File: src/rtl/time_counter.sv
// Registered 24-hour timekeeper: divides clk into one-second ticks and keeps
// hour/minute/second, with parallel hour/minute load and a count enable.
module time_counter #(
  parameter int TICK_DIV = 50_000_000,
  parameter int PW       = $clog2(TICK_DIV)
) (
  input  logic       clk,
  input  logic       rst,
  input  logic       count_en,
  input  logic       load_en,
  input  logic [4:0] load_hour,
  input  logic [5:0] load_min,
  output logic [4:0] hour,
  output logic [5:0] min,
  output logic [5:0] sec,
  output logic       sec_tick
);

  localparam logic [PW-1:0] PRE_LAST = PW'(TICK_DIV - 1);

  logic [PW-1:0] prescaler;
  logic          tick_due;
  logic [4:0]    hour_adv;
  logic [5:0]    min_adv;
  logic [5:0]    sec_adv;
  logic [4:0]    hour_ld;
  logic [5:0]    min_ld;

  assign tick_due = (prescaler == PRE_LAST);

  // Out-of-range load values snap to zero rather than wrapping.
  assign hour_ld = (load_hour > 5'd23) ? 5'd0 : load_hour;
  assign min_ld  = (load_min  > 6'd59) ? 6'd0 : load_min;

  // Time one second ahead of the current value, carries resolved together so
  // all three fields land on the same edge.
  always_comb begin
    // NOTE: every output gets a default first so no path leaves it unassigned,
    // which would otherwise infer a latch.
    hour_adv = hour;
    min_adv  = min;
    sec_adv  = sec + 6'd1;
    if (sec == 6'd59) begin
      sec_adv = 6'd0;
      if (min == 6'd59) begin
        min_adv  = 6'd0;
        hour_adv = (hour == 5'd23) ? 5'd0 : hour + 5'd1;
      end else begin
        min_adv = min + 6'd1;
      end
    end
  end

  // NOTE: sequential state uses non-blocking assignments so every register
  // samples the pre-edge values; reset is asynchronous and acts without a clock.
  always_ff @(posedge clk or posedge rst) begin
    if (rst) begin
      prescaler <= '0;
      hour      <= '0;
      min       <= '0;
      sec       <= '0;
      sec_tick  <= 1'b0;
    end else if (load_en) begin
      // A tick due on this edge is dropped; the prescaler restarts a full period.
      prescaler <= '0;
      hour      <= hour_ld;
      min       <= min_ld;
      sec       <= 6'd0;
      sec_tick  <= 1'b0;
    end else if (!count_en) begin
      prescaler <= '0;
      sec_tick  <= 1'b0;
    end else if (tick_due) begin
      prescaler <= '0;
      hour      <= hour_adv;
      min       <= min_adv;
      sec       <= sec_adv;
      sec_tick  <= 1'b1;
    end else begin
      prescaler <= prescaler + 1'b1;
      sec_tick  <= 1'b0;
    end
  end

endmodule
File: config.mk
export PLATFORM = sky130hd
export DESIGN_NAME = time_counter
export DESIGN_NICKNAME = d
export VERILOG_FILES = /design/src/rtl/time_counter.sv
export SDC_FILE = /design/constraint.sdc
export NUM_CORES = 1
export LEC_CHECK = 0
export ABC_AREA = 1
export CORE_MARGIN = 2
export CORE_UTILIZATION = 55
export CTS_CLUSTER_DIAMETER = 100
export CTS_CLUSTER_SIZE = 10
export DETAILED_ROUTE_END_ITERATION = 16
export GPL_ROUTABILITY_DRIVEN = 0
export PLACE_DENSITY_LB_ADDON = 0.08
export SYNTH_ARGS = -nofsm -noshare
export SYNTH_HDL_FRONTEND = slang
export SYNTH_SLANG_ARGS = --single-unit
export TNS_END_PERCENT = 10
File: constraint.sdc
create_clock -name clk -period 1.67 [get_ports clk]
set_input_delay 0.334 -clock clk [delete_from_list [all_inputs] [get_ports clk]]
set_output_delay 0.334 -clock clk [all_outputs]
set_load 0.005 [all_outputs]
; Word-level counts from Yosys, hierarchy flattened
; Index checks and enable logic that the tools add are counted.
[totals]
wordCells = 45
input_bits = 15
out_inout_bits = 18
register_bits = 44
[classes]
mux = 23
add_sub_neg = 4
order_cmp = 2
reduce_logical = 7
n_eq_ne = 4
[op_table]
columns = operator, count
row1 = 26-bit 2-to-1 mux, 3
row2 = 6-bit 2-to-1 mux, 10
row3 = 5-bit 2-to-1 mux, 7
row4 = "26-bit by 1-bit adder with 26-bit output, second input constant", 1
row5 = "26-bit == test, second input constant", 1
row6 = "6-bit by 1-bit adder with 6-bit output, second input constant", 2
row7 = "6-bit == test, second input constant", 2
row8 = 2-bit nonzero test, 4
row9 = "6-bit > comparator, second input constant", 1
row10 = "5-bit by 1-bit adder with 5-bit output, second input constant", 1
row11 = "5-bit == test, second input constant", 1
row12 = "5-bit > comparator, second input constant", 1
row13 = 4-bit AND reduction, 1
row14 = 1-bit 2-to-1 mux, 3
row15 = 3-bit AND reduction, 1
row16 = 2-bit AND reduction, 1

; Depth between registers and ports, before layout
[depth]
depth_word = 7
depth_mapped = 10
depth_no_buf = 10

; Worst setup path before layout
; No wires, ideal clock.
[synth_timing]
path_type = reg2reg
start = register prescaler[0]
end = register prescaler[18]
arrival_ns = 1.439
setup_ns = 0.071
t_required_ns = 1.599
path_slack_ns = 0.160
stages_incl_launch_ff = 10
path_buffers = 1
synth_period_minus_slack_ns = 1.510
cell_sequence = dfrtp_1 ha_1 nand2_2 nor2_2 nand2_1 nor2_4 a21oi_1 buf_2 o21ai_0 nor2_1
[synth_via]
elab_chain_cells = 4
elab_cells_between_ends = 5
classes_between = add/sub: 1 / eq/ne: 1 / mux: 3
[synth_rtl]
columns = item, line
row1 = start: declaration, 21  ; logic [PW-1:0] prescaler;
row2 = start signal: assignment, 80  ; prescaler <= prescaler + 1'b1;
row3 = 26-bit by 1-bit adder with 26-bit output or 26-bit == test (tied branches), "80, 29"
row4 = 26-bit 2-to-1 mux *, 73  ; end else if (tick_due) begin
row5 = 26-bit 2-to-1 mux *, 70  ; end else if (!count_en) begin
row6 = 26-bit 2-to-1 mux *, 63  ; end else if (load_en) begin
; Every way passes the cells marked *; elsewhere a longest branch is shown, timed or not.
; A chain may end at the register's enable or synchronous reset.

; Worst setup path in the final report
[layout_timing]
start = register prescaler[1]
end = register sec[5]
[layout_via]
elab_chain_cells = 3
[layout_rtl]
columns = item, line
row1 = 26-bit == test, 29  ; assign tick_due = (prescaler == PRE_LAST);
row2 = 2-bit nonzero test (no line), -
row3 = 2-bit AND reduction (no line), -
row4 = end signal: assignment, 77  ; sec <= sec_adv;
row5 = end: declaration, 15  ; output logic [5:0] sec,
; Every way passes these cells.

==> impl_metrics.env <==
export IMPL_die_w_um=74.1
export IMPL_hold_buffers=0
export IMPL_overflow=0
export IMPL_powerDensity_nw_per_um2=758
export IMPL_violations="negative setup slack"
export IMPL_fin_crit_sh_pct=101
export IMPL_fmax_mhz=591
export IMPL_ant_nets=0
export IMPL_detail_route_vias_per_cell=5.45
export IMPL_clkLatencyLatePin_ps=300
export IMPL_yosys_area_top_type="dfrtp_1"
export IMPL_antenna_found_initial=0
export IMPL_synth_cell_types=32
export IMPL_syn_nets=397
export IMPL_cp_arrival_ps=1910
export IMPL_dp_slack_ps=-21.4
export IMPL_swShare_pct=23.5
export IMPL_yosys_top_cells_area="dfrtp_1 (41%), nand2_1 (14%), nand3_1 (8.7%)"
export IMPL_num_io_pins=33
export IMPL_cts_sinks=44
export IMPL_dp_hpwl_um=4710
export IMPL_yosys_warnings=0
export IMPL_max_vdd_ir_drop_v=0.000501
export IMPL_worstPathRequired_ps=1890
export IMPL_power_frac_comb_pct=16.0
export IMPL_place_area_um2=3280
export IMPL_drt_wl_total_um=7060
export IMPL_htreeDepth=2
export IMPL_insertedDiodeCount=0
export IMPL_grt_pass1_wl_um=10900
export IMPL_setup_violations=7
export IMPL_critical_path_class="register to register"
export IMPL_grt_pass1_vias=2519
export IMPL_p_clk_share_pct=40.8
export IMPL_pwr_share_seq_pct=43.2
export IMPL_yosysSeqAreaShare_pct=40.8
export IMPL_cp_cell_sequence="ha_2 -> nand2_2 -> nor2_4 -> nand2_2 -> nor2_4 -> nand3_4 -> buf_4 -> nor2_1 -> nand2_1 -> o21ai_0"
export IMPL_critPathSlowestCell="dfrtp_1"
export IMPL_via_count=2782
export IMPL_ys_ff_latch=44
export IMPL_fp_dieH_um=74.1
export IMPL_p_leak_nw=1.57
export IMPL_cts_root_buf="clkbuf_8"
export IMPL_syn_area_um2=2700
export IMPL_grt_max_degree=45
export IMPL_holdWs_ps=364
export IMPL_drive_above_1_share_pct=19.4
export IMPL_drtIter0Drc=171
export IMPL_fin_skew_ps=10.7
export IMPL_synthCells=378
export IMPL_grtUsageTotal_pct=25.5
export IMPL_finalPower_w=0.00274
export IMPL_clock_path_buffers=2
export IMPL_portBuffers=32
export IMPL_worst_slew_pin_slew_ps=442
export IMPL_numCtsBuffers=5
export IMPL_start_kind="register"
export IMPL_min_period_ps=1690
export IMPL_finalHoldViolCount=0
export IMPL_die_area_um2=5490
export IMPL_rows=25
export IMPL_drc=0
export IMPL_first_pass_iters=5
export IMPL_critPathMaxStageDelay_ps=360
export IMPL_post_drt_wl_per_cell_um=13.9
export IMPL_relSlewSlack_pct=70.5
export IMPL_path_max_fanout=5
export IMPL_worstSetupEndpointType="register"
export IMPL_clkTransAtPathRegs_ps=90
export IMPL_outcome="finished, violations left"
export IMPL_start_util_pct=57.2
export IMPL_cap_violations=0
export IMPL_fin_nets=461
export IMPL_p_sw_w=0.000644
export IMPL_hold_path_class="input port to asynchronous set/reset pin"
export IMPL_synthToLayoutAreaGrowth_pct=33.9
export IMPL_mostFrequentLayoutCell="nand2_1"
export IMPL_setup_slack_ps=-20.9
export IMPL_grt_setup_unrepaired="yes"
export IMPL_final_max_slew_viol_count=0
export IMPL_synth_area_per_cell_um2=7.15
export IMPL_cts_tree="done"
export IMPL_p_int_w=0.00210
export IMPL_core_um2=4720
export IMPL_final_area_um2=3620
export IMPL_final_cell_mix="nand2_1 (89), nor2_1 (57), nand3_1 (40)"
export IMPL_synth_top_cell_area_share_pct=40.8
[final timing paths]
| path | slack [ps] | startpoint | cells past startpoint | endpoint |
|---|---|---|---|---|
| hold / removal | 360 | rst | 3 | hour[2] |
| hold reg to reg | 540 | prescaler[0] | 2 | prescaler[0] |
| setup / recovery | -20 | prescaler[1] | 10 | sec[5] |
| min in group clk | 540 | prescaler[0] | 2 | prescaler[0] |
| max in group asynchronous | 1060 | rst | 3 | prescaler[7] |
| setup reg to reg | -20 | prescaler[1] | 10 | sec[5] |
[logic make-up after synthesis]
logic type / share of synthesized area [%]
compound gates: 5.19
xor+xnor: 3.24
fa+ha+maj: 1.85
mux: 0.371
simple gates: 42.1
flops: 40.8
buf+inv: 6.44
[synth_stat cells]
| library cell | n |
|---|---|
| ha_1 | 4 |
| nand2_1 | 99 |
| nor3_1 | 16 |
| a31oi_1 | 2 |
| o21bai_1 | 1 |
| o21ai_1 | 2 |
| nor4_1 | 3 |
| inv_1 | 32 |
| nor2_2 | 3 |
| nand3_4 | 1 |
| nor2_1 | 60 |
| nand3_2 | 1 |
| nor2_4 | 4 |
| nand4_1 | 8 |
| xor2_1 | 6 |
| xnor2_1 | 4 |
| buf_2 | 4 |
| nand3b_1 | 1 |
| nor3_2 | 1 |
| nand3_1 | 47 |
| nand2_4 | 1 |
| o31ai_1 | 1 |
| nand2_2 | 4 |
| inv_2 | 4 |
| clkbuf_1 | 1 |
| o211ai_1 | 1 |
| and3_1 | 2 |
| a21oi_1 | 7 |
| buf_8 | 1 |
| dfrtp_1 | 44 |
| o21ai_0 | 12 |
| mux2i_1 | 1 |
[layout make-up]
cell class,count,area [um2]
Clock buffer,5,68.8
Clock inverter,3,90.1
Fill cell,337,1110
Inverter,36,135
Multi-Input combinational cell,293,1540
Sequential cell,44,1110
Tap cell,67,83.8
Timing Repair Buffer,62,587
[power by group through the flow]
stage / clock [W] / sequential, W / combinational, W
floorplan: 0 / 0.00120 / 0.000184
global placement: 0 / 0.00120 / 0.000389
detailed placement: 0 / 0.00120 / 0.000393
CTS: 0.00114 / 0.00118 / 0.000398
global route: 0.00118 / 0.00119 / 0.000490
finish: 0.00112 / 0.00118 / 0.000439
[registers in the layout, indices dropped and copies added (netlist names)]
signal,cells
sec,6
prescaler,26
hour,5
sec_tick,1
min,6
[metrics by stage]
step	std cells	utilization, %	setup TNS [ps]
detailed placement	496	69.4	-106
CTS	504	73.0	0
floorplan	378	-	0
global route	510	76.6	-2100
finish	510	76.6	-101
global placement	496	69.4	-86.7
[critical path, delay by kind of cell (launching register included)]
| family | cells | cell delay, ps |
|---|---|---|
| adders and majority gates | 1 | 200 |
| DFF | 1 | 360 |
| buffers and inverters | 1 | 200 |
| AOI/OAI and AO/OA | 1 | 60 |
| and+or+nand+nor | 7 | 780 |
[timing repair]
item                                    in CTS  in global routing
buffers inserted                             0                  4
gates resized for setup                      2                 38
endpoints found under the setup margin       6                 44
pin swaps                                    0                 14
gates cloned                                 0                  2
[layer usage]
layer / GRT usage, % / vias to the layer above / wire length (um)
met1: 32.6 / 1302 / 2980
met4: 8.48 / 0 / 127
met5: 0 / - / 0
li1: - / 1358 / -
met2: 44.2 / 108 / 3600
met3: 4.07 / 14 / 351
(Power assumes the default switching activity.)
